===== src/rtl/rps_move_capture.sv =====
// ---------------------------------------------------------------------------
// rps_move_capture
//
// Purpose:
//   Front-end of the rock-paper-scissors game. Captures each player's move
//   secretly from raw push-buttons: every button is synchronised and
//   debounced, each player's selection is held until that player locks in,
//   and once both players are locked the two moves are revealed as one-hot
//   signals with a round_valid strobe that is held until the scoring block
//   accepts it (round_valid && round_ready).
//
// Ports:
//   clk                      system clock, all logic on the rising edge
//   rst                      synchronous active-high reset
//   btn_rock1/paper1/scissors1/lock1   raw asynchronous player-1 buttons
//   btn_rock2/paper2/scissors2/lock2   raw asynchronous player-2 buttons
//   round_ready              scoring block accepts the revealed round
//   rock1/paper1/scissors1   player-1 move, one-hot, only while round_valid
//   rock2/paper2/scissors2   player-2 move, one-hot, only while round_valid
//   round_valid              both moves presented; held until accepted
//   locked1/locked2          player has locked a selection (status LEDs)
//
// Parameters:
//   DEBOUNCE_CYCLES  consecutive differing samples before a level changes
//   CNT_W            debounce counter width, 2**CNT_W > DEBOUNCE_CYCLES
// ---------------------------------------------------------------------------
module rps_move_capture #(
    parameter int DEBOUNCE_CYCLES = 16,
    parameter int CNT_W           = 5
) (
    input  logic clk,
    input  logic rst,
    input  logic btn_rock1,
    input  logic btn_paper1,
    input  logic btn_scissors1,
    input  logic btn_lock1,
    input  logic btn_rock2,
    input  logic btn_paper2,
    input  logic btn_scissors2,
    input  logic btn_lock2,
    input  logic round_ready,
    output logic rock1,
    output logic paper1,
    output logic scissors1,
    output logic rock2,
    output logic paper2,
    output logic scissors2,
    output logic round_valid,
    output logic locked1,
    output logic locked2
);

    typedef enum logic [1:0] {
        COLLECT = 2'd0,
        REVEAL  = 2'd1,
        RELEASE = 2'd2
    } state_e;

    localparam logic [1:0] SEL_NONE     = 2'b00;
    localparam logic [1:0] SEL_ROCK     = 2'b01;
    localparam logic [1:0] SEL_PAPER    = 2'b10;
    localparam logic [1:0] SEL_SCISSORS = 2'b11;

    localparam logic [CNT_W-1:0] CNT_LAST = CNT_W'(DEBOUNCE_CYCLES - 1);

    // Button vector layout per player nibble: {lock, scissors, paper, rock}.
    logic [7:0] btn_raw;
    assign btn_raw = {btn_lock2, btn_scissors2, btn_paper2, btn_rock2,
                      btn_lock1, btn_scissors1, btn_paper1, btn_rock1};

    logic [7:0]       sync1_q, sync2_q;
    logic [7:0]       deb_q, deb_d;
    logic [7:0]       deb_prev_q;
    logic [7:0]       press_q;
    logic [CNT_W-1:0] cnt_q [8];
    logic [CNT_W-1:0] cnt_d [8];

    state_e     state_q, state_d;
    logic [1:0] sel1_q, sel1_d, sel2_q, sel2_d;
    logic       locked1_q, locked1_d, locked2_q, locked2_d;

    // Move presses first (priority ROCK > PAPER > SCISSORS, last press wins),
    // then the lock press is judged against the updated selection. A locked
    // player ignores everything. Returns {locked, sel}.
    function automatic logic [2:0] apply_presses(input logic [1:0] sel,
                                                 input logic       locked,
                                                 input logic [3:0] press);
        logic [1:0] s;
        logic       l;
        s = sel;
        l = locked;
        if (!locked) begin
            if (press[0])      s = SEL_ROCK;
            else if (press[1]) s = SEL_PAPER;
            else if (press[2]) s = SEL_SCISSORS;
            if (press[3] && (s != SEL_NONE)) l = 1'b1;
        end
        return {l, s};
    endfunction

    // Debouncer: a level flips only after the synchronised input disagreed
    // with it for DEBOUNCE_CYCLES consecutive cycles; any agreement restarts.
    always_comb begin
        // NOTE: every combinational output gets a default first so no path
        // leaves it unassigned, which would otherwise infer a latch.
        deb_d = deb_q;
        for (int i = 0; i < 8; i++) begin
            cnt_d[i] = '0;
            if (sync2_q[i] != deb_q[i]) begin
                if (cnt_q[i] == CNT_LAST) begin
                    deb_d[i] = sync2_q[i];
                end else begin
                    cnt_d[i] = cnt_q[i] + 1'b1;
                end
            end
        end
    end

    // Round FSM and per-player selection state.
    always_comb begin
        state_d   = state_q;
        sel1_d    = sel1_q;
        sel2_d    = sel2_q;
        locked1_d = locked1_q;
        locked2_d = locked2_q;
        case (state_q)
            COLLECT: begin
                {locked1_d, sel1_d} = apply_presses(sel1_q, locked1_q, press_q[3:0]);
                {locked2_d, sel2_d} = apply_presses(sel2_q, locked2_q, press_q[7:4]);
                if (locked1_q && locked2_q) state_d = REVEAL;
            end
            REVEAL: begin
                if (round_ready) begin
                    sel1_d    = SEL_NONE;
                    sel2_d    = SEL_NONE;
                    locked1_d = 1'b0;
                    locked2_d = 1'b0;
                    state_d   = RELEASE;
                end
            end
            RELEASE: begin
                // Wait for every button to be let go so a button still held
                // at acceptance cannot leak into the next round.
                if (deb_q == '0) state_d = COLLECT;
            end
            default: state_d = COLLECT;
        endcase
    end

    always_ff @(posedge clk) begin
        // NOTE: sequential state uses non-blocking assignments so all flops
        // sample their inputs before any of them update.
        if (rst) begin
            sync1_q    <= '0;
            sync2_q    <= '0;
            deb_q      <= '0;
            deb_prev_q <= '0;
            press_q    <= '0;
            // NOTE: the counter array is only eight small registers, so it is
            // reset like any other flop rather than treated as a memory.
            for (int i = 0; i < 8; i++) cnt_q[i] <= '0;
            state_q    <= COLLECT;
            sel1_q     <= SEL_NONE;
            sel2_q     <= SEL_NONE;
            locked1_q  <= 1'b0;
            locked2_q  <= 1'b0;
        end else begin
            sync1_q    <= btn_raw;
            sync2_q    <= sync1_q;
            deb_q      <= deb_d;
            deb_prev_q <= deb_q;
            // Registered rising-edge detect of the debounced level.
            press_q    <= deb_q & ~deb_prev_q;
            for (int i = 0; i < 8; i++) cnt_q[i] <= cnt_d[i];
            state_q    <= state_d;
            sel1_q     <= sel1_d;
            sel2_q     <= sel2_d;
            locked1_q  <= locked1_d;
            locked2_q  <= locked2_d;
        end
    end

    // Moves are decoded only in REVEAL so selections stay secret otherwise;
    // sel is frozen in REVEAL, so the decode is stable until acceptance.
    assign round_valid = (state_q == REVEAL);
    assign rock1       = round_valid && (sel1_q == SEL_ROCK);
    assign paper1      = round_valid && (sel1_q == SEL_PAPER);
    assign scissors1   = round_valid && (sel1_q == SEL_SCISSORS);
    assign rock2       = round_valid && (sel2_q == SEL_ROCK);
    assign paper2      = round_valid && (sel2_q == SEL_PAPER);
    assign scissors2   = round_valid && (sel2_q == SEL_SCISSORS);
    assign locked1     = locked1_q;
    assign locked2     = locked2_q;

endmodule


===== config.mk =====
export PLATFORM = sky130hd
export DESIGN_NAME = rps_move_capture
export DESIGN_NICKNAME = d
export VERILOG_FILES = /design/src/rtl/rps_move_capture.sv
export SDC_FILE = /design/constraint.sdc
export NUM_CORES = 1
export LEC_CHECK = 0
export ABC_CLOCK_PERIOD_IN_PS = 4000
export BUFFER_PORTS_ARGS = -buffer_cell sky130_fd_sc_hd__buf_2
export CORE_ASPECT_RATIO = 1.5
export CORE_MARGIN = 2
export CORE_UTILIZATION = 38
export DETAILED_ROUTE_END_ITERATION = 7
export SLEW_MARGIN = 20
export SYNTH_ARGS = -nofsm -noshare
export SYNTH_HDL_FRONTEND = slang
export SYNTH_SLANG_ARGS = --single-unit

===== constraint.sdc =====
create_clock -name clk -period 4 [get_ports clk]
set_input_delay 0.2 -clock clk [delete_from_list [all_inputs] [get_ports clk]]
set_output_delay 0.2 -clock clk [all_outputs]
set_load 0.005 [all_outputs]

==> impl_metrics.json, run 1 <==
{
  "stdcell_area_sq_um": 3730,
  "setup_slack_of_the_worst_register_to_register_path_ns": 2.49,
  "worst_ir_drop_vdd_uv": 207,
  "placement.io_buffers": 19,
  "crit_path_start": "state_q[0]",
  "grt_setup_unrepaired": "no",
  "worstPathMaxFanout": 9,
  "post_cts_hold_buffer_count": 0,
  "num_io_pins": 20,
  "synth_top_flop_cell": "sky130_fd_sc_hd__dfxtp_1",
  "worst_r2r_path_depth": 5,
  "pwr-share-comb_pct": 1.7,
  "global_route_wire_length_before_repair_mm": 7.98,
  "finalClockSkew_ns": 0.00401,
  "routed_via_density": 4.56,
  "power.share.switching_pct": 18.2,
  "total_leakage_power_nw": 1.50,
  "synthCells": 315,
  "starting_utilization_of_the_core_area_pct": 38.7,
  "endpoint_kind": "primary output",
  "worst_slew_margin_rel_pct": 40.8,
  "period_needed_ns": 1.58,
  "run_status": "complete, no violations",
  "critPathKind": "flop to primary output",
  "die_width_microns": 79.4,
  "number_of_antenna_violations_at_the_first_check_in_global_routing": 0,
  "hold_path_class": "input port to flop",
  "insertion_delay_ns": 0.33,
  "cts_setup_buffers": 0,
  "total_power_mw": 1.81,
  "cts_buffer_depth": 2,
  "htreeDepth": 3,
  "die_h_microns": 117,
  "die_area_sq_um": 9290,
  "fmax_ghz": 0.633,
  "timing.final.setup_violations": 0,
  "power.sequential.fraction_pct": 49.4,
  "synthDominantCellAreaShare_pct": 54.4,
  "postSynthNetCount": 342,
  "min_period_over_period_pct": 39.5,
  "wl_per_cell_microns": 10.0,
  "postRouteAntennaNets": 0,
  "std_cell_rows": 41,
  "finalSetupTns_ns": 0,
  "ys_top_cells_by_area": "sky130_fd_sc_hd__dfxtp_1 (54%), sky130_fd_sc_hd__nor2b_1 (7.0%), sky130_fd_sc_hd__ha_1 (6.2%)",
  "seq_area_frac_synth_pct": 54.4,
  "cell_type_with_the_highest_aggregate_area_in_the_netlist": "sky130_fd_sc_hd__dfxtp_1",
  "pwr_density_cell_nw_per_um2": 483,
  "clkSlewWorstSetupHoldPaths_ns": 0.06,
  "crit_path_top_delay_cell": "sky130_fd_sc_hd__dfxtp_1",
  "grt-ovfl-total": 0,
  "route.vias.total": 2045,
  "power.switching_mw": 0.328,
  "critical_path_required_ns": 3.80,
  "hold_violations": 0,
  "final_layout_size_suffix_gt1_share_pct": 13.2,
  "routabilityCongestion": 0.695,
  "most_used_cells_in_the_layout_excluding_fill_and_tap_cells": "sky130_fd_sc_hd__dfxtp_1 (88), sky130_fd_sc_hd__nor2_1 (50), sky130_fd_sc_hd__nor2b_1 (36), sky130_fd_sc_hd__inv_1 (19), sky130_fd_sc_hd__buf_2 (19)",
  "mostFrequentLayoutCell": "sky130_fd_sc_hd__dfxtp_1",
  "critical_path.startpoint_type": "flop",
  "grt_start_max_net_pins": 51,
  "cts.sinks": 88,
  "postSynthRegisterBits": 88,
  "synth.yosys.warnings": 0,
  "p_int_mw": 1.48,
  "num_antenna_cells": 0,
  "maxSlewViolCount": 0,
  "power.clock.fraction_pct": 48.9,
  "cts_buffers": 9,
  "worstReg2RegStart": "cnt_q[0][15]",
  "ctsResizeCount": 0,
  "first_global_vias": 1950,
  "timing.critical_path.cells": "nor2b_4, and3b_1, buf_2",
  "worstSetupEndpoint": "rock1",
  "hold_path.startpoint": "btn_lock1",
  "per_instance_average_area_after_synthesis_sq_um": 10.3,
  "drt_wl_total_mm": 4.50,
  "ctsRootBufferMaster": "sky130_fd_sc_hd__clkbuf_16",
  "r2r-end": "cnt_q[0][17]",
  "drc_errors": 0,
  "number_of_synthesized_flops_with_an_enable_pin": 0,
  "placement.cell_area_sq_um": 3410,
  "first_pass_iters": 4,
  "design.core.area_sq_um": 8360,
  "synth_cell_type_count": 29,
  "grtUsageTotal_pct": 11.3,
  "max_stage_delay_ns": 0.48,
  "tightestPinTransition_ns": 0.888,
  "synth-async-reset-ratio_pct": 0,
  "detail_route.iter0.violations": 66,
  "arrival_ns": 1.38,
  "cts_tree": "done",
  "nets": 364,
  "netlist_area_sq_um": 3240,
  "hpwlAfterDp_mm": 3.17,
  "maxCapViolations": 0,
  "synthToLayoutAreaGrowth_pct": 15.3
}
[power groups by stage]
stage | logic [mW] | registers (mW) | clock network [mW]
floorplan | 0.0239 | 0.910 | 0
global placement | 0.0310 | 0.910 | 0
detailed placement | 0.0316 | 0.911 | 0
CTS | 0.0317 | 0.891 | 0.913
global route | 0.0357 | 0.892 | 0.944
finish | 0.0308 | 0.891 | 0.883
[kinds of logic after synthesis]
kind of cell,count (synthesis),share of synthesized area [%]
multiplexers,9,2.82
XOR/XNOR,24,6.49
buffers and inverters,27,3.90
AND/OR/NAND/NOR,136,23.1
adder cells (fa/ha/maj),16,6.18
AO/OA/AOI/OAI,15,3.13
flip-flops,88,54.4
[per-layer routing]
layer	GRT usage (%)	routed length, microns
met1	11.3	1990
met2	19.8	2180
met3	2.99	148
met4	9.08	187
met5	0	0
[area by class of cell]
| cell class | instances | area, sq um |
|---|---|---|
| fillers | 824 | 4630 |
| flip-flops and latches | 88 | 1760 |
| multi-input cells | 200 | 1350 |
| clock buffers | 12 | 256 |
| well taps | 107 | 134 |
| repair buffers | 19 | 95.1 |
| inverters | 19 | 71.3 |
| clock inverters | 3 | 65.1 |
[through the flow]
stage,setup slack (ns),std cells,util (%),hold slack [ns]
3_5_place_dp,2.47,433,40.8,0.372
6_report,2.42,448,44.7,0.0725
3_3_place_gp,2.50,433,40.8,0.372
2_1_floorplan,2.57,315,-,0.328
5_1_grt,2.29,448,44.7,0.0655
4_1_cts,2.38,448,44.7,0.0559
[how the worst min path moves through the flow]
stage          depth (start not counted)          to  slack [ns]
2_1_floorplan                          1  sync1_q[0]        0.33
3_3_place_gp                           1  press_q[7]        0.37
3_5_place_dp                           1  press_q[4]        0.37
4_1_cts                                2  sync1_q[4]        0.06
5_1_grt                                2  sync1_q[6]        0.07
6_report                               2  sync1_q[3]        0.07
[synthesized netlist by cell type, drive strengths merged (4+ instances only)]
library cell and count:
a21oi 4, and3 10, buf 7, dfxtp 88
ha 16, inv 19, mux2i 8, nand2 7
nand2b 4, nand3 8, nor2 50, nor2b 37
nor4 6, o21ai 4, or3 8, xnor2 16
xor2 8
[registers in the layout, indices dropped and copies added (netlist names)]
signal and count:
sync1_q 8, state_q 2, cnt_q 40, locked1 1
locked2 1, press_q 8, sel1_q 2, deb_q 8
sync2_q 8, deb_prev_q 8, sel2_q 2
[worst max-delay path: cells and delay by family, from the launching register on]
| family | cells | cell delay [ns] |
|---|---|---|
| flip-flops | 1 | 0.48 |
| AND/OR/NAND/NOR | 2 | 0.46 |
| buffers and inverters | 1 | 0.10 |
Power figures use the tool's default switching activity.
==> inputs of run 2 (changes only) <==
--- a/config.mk
+++ b/config.mk
@@ -5,7 +5,7 @@
 export SDC_FILE = /design/constraint.sdc
 export NUM_CORES = 1
 export LEC_CHECK = 0
-export ABC_CLOCK_PERIOD_IN_PS = 4000
+export ABC_CLOCK_PERIOD_IN_PS = 1450
 export BUFFER_PORTS_ARGS = -buffer_cell sky130_fd_sc_hd__buf_2
 export CORE_ASPECT_RATIO = 1.5
 export CORE_MARGIN = 2
==> constraint.sdc (replaced) <==
create_clock -name clk -period 1.45 [get_ports clk]
set_input_delay 0.0725 -clock clk [delete_from_list [all_inputs] [get_ports clk]]
set_output_delay 0.0725 -clock clk [all_outputs]
set_load 0.005 [all_outputs]
==> run 2 against run 1 <==
Against the previous run:
- clock skew is 0.0012 ns higher
- non-clock buffer count increased by 33
- clock power increased to 2.7 times the previous value
==> impl_metrics.json, run 2 (synthesis results as in run 1) <==
{
  "run_status": "complete, no violations",
  "timing.hold.worst_path_depth": 3,
  "worstReg2RegStart": "cnt_q[0][10]",
  "die_width_microns": 79.4,
  "clkSlewWorstSetupHoldPaths_ns": 0.06,
  "global_route_wire_length_before_repair_mm": 8.36,
  "finalClockSkew_ns": 0.00524,
  "r2r-end": "cnt_q[0][14]",
  "pwr_density_cell_nw_per_um2": 1180,
  "endpoint_kind": "flop",
  "largest_register": "cnt_q",
  "arrival_ns": 1.70,
  "starting_utilization_of_the_core_area_pct": 38.7,
  "critical_path.startpoint_type": "flop",
  "die_area_sq_um": 9290,
  "grt-ovfl-total": 0,
  "critPathKind": "flop to flop",
  "max_stage_delay_ns": 0.41,
  "setup_slack_of_the_worst_register_to_register_path_ns": 0.03,
  "max_ffs_per_register": 40,
  "worst_ir_drop_vdd_uv": 743,
  "critical-path-top-delay-family": "simple AND/OR/NAND/NOR gates",
  "hpwlAfterDp_mm": 3.43,
  "grt_setup_unrepaired": "yes",
  "min_period_over_period_pct": 98.2,
  "tightestPinTransition_ns": 0.373,
  "hold_violations": 0,
  "routabilityCongestion": 0.698,
  "routed_via_density": 4.51,
  "nets": 397,
  "first_pass_iters": 4,
  "placement.cell_area_sq_um": 3580,
  "design.core.area_sq_um": 8360,
  "timing.final.setup_violations": 0,
  "fmax_ghz": 0.702,
  "ctsRootBufferMaster": "sky130_fd_sc_hd__clkbuf_16",
  "insertion_delay_ns": 0.33,
  "grt_start_max_net_pins": 33,
  "cts_tree": "done",
  "num_io_pins": 20,
  "period_needed_ns": 1.42,
  "std_cell_rows": 41,
  "timing.hold.worst_endpoint": "state_q[1]",
  "cts_buffers": 9,
  "hold_path_class": "input port to flop",
  "first_global_vias": 1997,
  "drc_errors": 0,
  "die_h_microns": 117,
  "timing.final.ws_setup_ns": 0.0255,
  "detail_route.iter0.violations": 55,
  "htreeDepth": 3,
  "critical_path.n_buffers_inverters": 0,
  "crit_path_top_delay_cell": "sky130_fd_sc_hd__or3_4",
  "hold_path.startpoint": "round_ready",
  "route.vias.total": 2172,
  "postRouteAntennaNets": 0,
  "final_layout_size_suffix_gt1_share_pct": 31.5,
  "maxSlewViolCount": 0,
  "worst_slew_margin_rel_pct": 74.9,
  "num_antenna_cells": 0,
  "cts.sinks": 88,
  "critical_path_required_ns": 1.72,
  "worst_r2r_path_depth": 5,
  "worstPathMaxFanout": 5,
  "placement.io_buffers": 19,
  "stdcell_area_sq_um": 4190,
  "placement.setup.worst_slack_ns": -0.0355,
  "maxCapViolations": 0,
  "wl_per_cell_microns": 10.7,
  "number_of_antenna_violations_at_the_first_check_in_global_routing": 0,
  "grtUsageTotal_pct": 11.9,
  "timing.critical_path.cells": "ha_4, and3_4, ha_4, or3_4, nor2_1",
  "drt_wl_total_mm": 5.16,
  "total_leakage_power_nw": 1.64,
  "cts_buffer_depth": 2,
  "cell_repeated_most_along_the_worst_path": "sky130_fd_sc_hd__ha_4",
  "most_used_cells_in_the_layout_excluding_fill_and_tap_cells": "sky130_fd_sc_hd__dfxtp_1 (80), sky130_fd_sc_hd__nor2b_1 (36), sky130_fd_sc_hd__nor2_1 (30), sky130_fd_sc_hd__buf_4 (24)",
  "mostFrequentLayoutCell": "sky130_fd_sc_hd__dfxtp_1",
  "synthToLayoutAreaGrowth_pct": 29.4
}
run 2: cell types whose count changed in the layout (fill, tap and decap cells not counted), sizes merged:
cell	change
buf	+25
bufinv	-1
clkbuf	+2
dlygate4sd3	+8
run 2: area by class of cell:
cell class / count / area (sq um)
Sequential cell: 88 / 1780
Inverter: 19 / 71.3
Tap cell: 107 / 134
Multi-Input combinational cell: 200 / 1520
Clock buffer: 14 / 284
Timing Repair Buffer: 52 / 375
Clock inverter: 2 / 35.0
Fill cell: 760 / 4170
run 2: through the flow:
stage / instances / TNS [ns] / util (%) / hold WS (ns) / power (mW)
global route: 482 / -0.0222 / 50.1 / 0.0301 / 5.14
CTS: 478 / 0 / 47.7 / 0.00983 / 5.03
floorplan: 315 / 0 / - / 0.201 / 2.58
finish: 482 / 0 / 50.1 / 0.0300 / 4.96
global placement: 454 / -0.00630 / 42.9 / 0.281 / 2.61
detailed placement: 454 / -0.309 / 42.9 / 0.287 / 2.61
run 2: power breakdown:
group / leakage, nW / switching [mW] / internal, mW
Clock: 0.159 / 0.862 / 1.52
Combinational: 0.764 / 0.0559 / 0.0678
Sequential: 0.717 / 0.0134 / 2.44
Total: 1.64 / 0.931 / 4.03
run 2: layer usage:
layer  GRT usage (%)  wire length [microns]  vias up
li1                -                      -     1139
met1            12.2                   2200      996
met2            20.6                   2650       29
met3            4.14                    171        8
met4            7.24                    140        0
met5               0                      0        -
run 2: how the worst max path moves through the flow:
stage / start / endpoint / slack (ns) / depth (start not counted)
5_1_grt: cnt_q[1][10] / cnt_q[1][11] / -0.01 / 5
6_report: cnt_q[0][10] / cnt_q[0][14] / 0.03 / 5
4_1_cts: cnt_q[0][0] / cnt_q[0][2] / 0.002 / 5
3_3_place_gp: cnt_q[0][0] / cnt_q[0][3] / -0.006 / 5
2_1_floorplan: cnt_q[0][15] / cnt_q[0][17] / 0.02 / 5
3_5_place_dp: cnt_q[0][0] / cnt_q[0][2] / -0.04 / 5
run 2: worst register-to-register path: stages (launching register included):
cell	delay (ns)
sky130_fd_sc_hd__dfxtp_4	0.35
sky130_fd_sc_hd__ha_4	0.15
sky130_fd_sc_hd__and3_4	0.18
sky130_fd_sc_hd__ha_4	0.15
sky130_fd_sc_hd__or3_4	0.41
sky130_fd_sc_hd__nor2_1	0.11
run 2: timing repair:
action	4_1_cts	5_1_grt
pin swaps	8	23
hold endpoints to repair	8	0
resized for setup	4	52
buffers inserted	0	4
hold buffers	8	0
endpoints found under the setup margin	39	38
==> inputs of run 3 (changes only) <==
--- a/config.mk
+++ b/config.mk
@@ -11,6 +11,7 @@
 export CORE_MARGIN = 2
 export CORE_UTILIZATION = 38
 export DETAILED_ROUTE_END_ITERATION = 7
+export PLACE_DENSITY = 0.67
 export SLEW_MARGIN = 20
 export SYNTH_ARGS = -nofsm -noshare
 export SYNTH_HDL_FRONTEND = slang
==> run 3 against run 2 <==
Against the previous run:
- first-iteration DRC count is 15% higher
- sequential cell count stayed put
- global-route usage is 0.61 points lower
- non-clock buffer count is 4 lower
- sequential share of layout area is 0.24 points higher
- worst hold slack worse by 0.0042 ns
- critical path type unchanged
- routed wire length is 4.6% lower
- register-to-register slack hardly changed
- final cell count is 1.0% lower
==> impl_metrics.json, run 3 (synthesis results as in run 1) <==
{
  "grt_start_max_net_pins": 37,
  "holdWs_ns": 0.0258,
  "cts_buffers": 9,
  "cts.sinks": 88,
  "starting_utilization_of_the_core_area_pct": 38.7,
  "timing.final.setup_violations": 0,
  "num_io_pins": 20,
  "routabilityCongestion": 0.731,
  "pwr_density_cell_nw_per_um2": 1170,
  "fmax_ghz": 0.698,
  "worst_r2r_path_depth": 5,
  "crit_path_top_delay_cell": "sky130_fd_sc_hd__or3_4",
  "critical_path_depth": 5,
  "largest_register": "cnt_q",
  "die_area_sq_um": 9290,
  "timing.critical_path.cells": "ha_4, and3_4, ha_4, or3_4, nor2_4",
  "wl_per_cell_microns": 10.3,
  "hold_path.startpoint": "round_ready",
  "finalClockSkew_ns": 0.00233,
  "worstReg2RegStart": "cnt_q[0][10]",
  "htreeDepth": 3,
  "total_leakage_power_nw": 1.60,
  "mostFrequentLayoutCell": "sky130_fd_sc_hd__dfxtp_1",
  "critPathKind": "flop to flop",
  "timing.hold.worst_endpoint": "state_q[1]",
  "max_stage_delay_ns": 0.41,
  "insertion_delay_ns": 0.33,
  "grt_setup_unrepaired": "yes",
  "hold_violations": 0,
  "grt-ovfl-total": 0,
  "nets": 393,
  "worst_ir_drop_vdd_uv": 699,
  "synthToLayoutAreaGrowth_pct": 28.9,
  "critical_path.startpoint_type": "flop",
  "worst_slew_margin_rel_pct": 58.1,
  "arrival_ns": 1.70,
  "first_pass_iters": 2,
  "die_h_microns": 117,
  "period_needed_ns": 1.43,
  "cell_repeated_most_along_the_worst_path": "sky130_fd_sc_hd__ha_4",
  "postRouteAntennaNets": 0,
  "r2r-end": "cnt_q[0][10]",
  "num_antenna_cells": 0,
  "global_route_wire_length_before_repair_mm": 7.94,
  "setup_slack_of_the_worst_register_to_register_path_ns": 0.02,
  "worstPathMaxFanout": 5,
  "run_status": "complete, no violations",
  "ctsRootBufferMaster": "sky130_fd_sc_hd__clkbuf_16",
  "routed_via_density": 4.57,
  "max_ffs_per_register": 40,
  "timing.hold.worst_path_depth": 3,
  "grtUsageTotal_pct": 11.2,
  "std_cell_rows": 41,
  "hold_path_class": "input port to flop",
  "stdcell_area_sq_um": 4180,
  "route.vias.total": 2182,
  "die_width_microns": 79.4,
  "first_global_vias": 1973,
  "maxCapViolations": 0,
  "final_layout_size_suffix_gt1_share_pct": 32.4,
  "critical-path-top-delay-family": "simple AND/OR/NAND/NOR gates",
  "tightestPinTransition_ns": 0.629,
  "min_period_over_period_pct": 98.8,
  "cts_tree": "done",
  "most_used_cells_in_the_layout_excluding_fill_and_tap_cells": "sky130_fd_sc_hd__dfxtp_1 (78), sky130_fd_sc_hd__nor2b_1 (36), sky130_fd_sc_hd__nor2_1 (29), sky130_fd_sc_hd__buf_4 (21), sky130_fd_sc_hd__nor2_2 (20)",
  "hpwlAfterDp_mm": 3.16,
  "cts_buffer_depth": 2,
  "clkSlewWorstSetupHoldPaths_ns": 0.06,
  "critical_path.n_buffers_inverters": 0,
  "placement.cell_area_sq_um": 3550,
  "endpoint_kind": "flop",
  "placement.io_buffers": 19,
  "design.core.area_sq_um": 8360,
  "drc_errors": 0,
  "drt_wl_total_mm": 4.93,
  "detail_route.iter0.violations": 63,
  "number_of_antenna_violations_at_the_first_check_in_global_routing": 0,
  "maxSlewViolCount": 0,
  "critical_path_required_ns": 1.72
}
-- run 3: changes by cell type in the layout (fill, tap and decap cells not counted), moves of 2 or more --
cell,delta
sky130_fd_sc_hd__ha_2,-3
sky130_fd_sc_hd__nor2_2,+2
sky130_fd_sc_hd__buf_4,-3
sky130_fd_sc_hd__dfxtp_1,-2
sky130_fd_sc_hd__ha_4,+2
sky130_fd_sc_hd__and3_1,-4
sky130_fd_sc_hd__and3_4,+4
sky130_fd_sc_hd__dfxtp_2,+2
-- run 3: worst reg2reg max path, stage by stage, from the launching register on --
cell                      delay (ns)
sky130_fd_sc_hd__dfxtp_4        0.35
sky130_fd_sc_hd__ha_4           0.16
sky130_fd_sc_hd__and3_4         0.18
sky130_fd_sc_hd__ha_4           0.15
sky130_fd_sc_hd__or3_4          0.41
sky130_fd_sc_hd__nor2_4         0.12
-- run 3: worst max-delay path by stage --
stage	start	to	slack (ns)
after floorplan	cnt_q[0][15]	cnt_q[0][17]	0.02
after global placement	cnt_q[1][10]	cnt_q[1][12]	0.005
after detailed placement	cnt_q[0][15]	cnt_q[0][18]	-0.05
after CTS	cnt_q[0][15]	cnt_q[0][17]	0.001
after global routing	cnt_q[0][11]	cnt_q[0][10]	-0.03
final	cnt_q[0][10]	cnt_q[0][10]	0.02
-- run 3: routing by layer --
metal	track usage (%)	share of wire, %
met1	11.7	43
met2	18.7	50
met3	4.14	3.4
met4	7.93	3.2
met5	0	0
-- run 3: layout make-up --
class / count / area, sq um
Multi-Input combinational cell: 200 / 1550
Clock buffer: 12 / 267
Timing Repair Buffer: 48 / 333
Clock inverter: 3 / 40.0
Fill cell: 762 / 4190
Tap cell: 107 / 134
Inverter: 19 / 71.3
Sequential cell: 88 / 1780
-- run 3: power breakdown --
part / switching [mW] / total (mW) / leakage [nW] / internal, mW
clock: 0.845 / 2.30 / 0.154 / 1.46
combinational: 0.0532 / 0.117 / 0.727 / 0.0640
sequential: 0.0139 / 2.46 / 0.718 / 2.44
total: 0.912 / 4.88 / 1.60 / 3.97
-- run 3: stage by stage --
step / instances / total power, mW / setup TNS [ns] / utilization [%] / setup slack [ns]
2_1_floorplan: 315 / 2.58 / 0 / - / 0.0156
3_3_place_gp: 451 / 2.60 / 0 / 42.4 / 0.00485
3_5_place_dp: 451 / 2.61 / -0.350 / 42.4 / -0.0536
4_1_cts: 474 / 4.96 / 0 / 47.2 / 0.000972
5_1_grt: 477 / 5.08 / -0.0758 / 49.9 / -0.0333
6_report: 477 / 4.88 / 0 / 49.9 / 0.0175
-- run 3: repair_timing --
item | in CTS | in global routing
endpoints found under the hold margin | 8 | 0
buffers inserted | 0 | 3
pin swaps | 10 | 27
resized for setup | 6 | 57
endpoints found under the setup margin | 37 | 39
hold buffers | 8 | 0
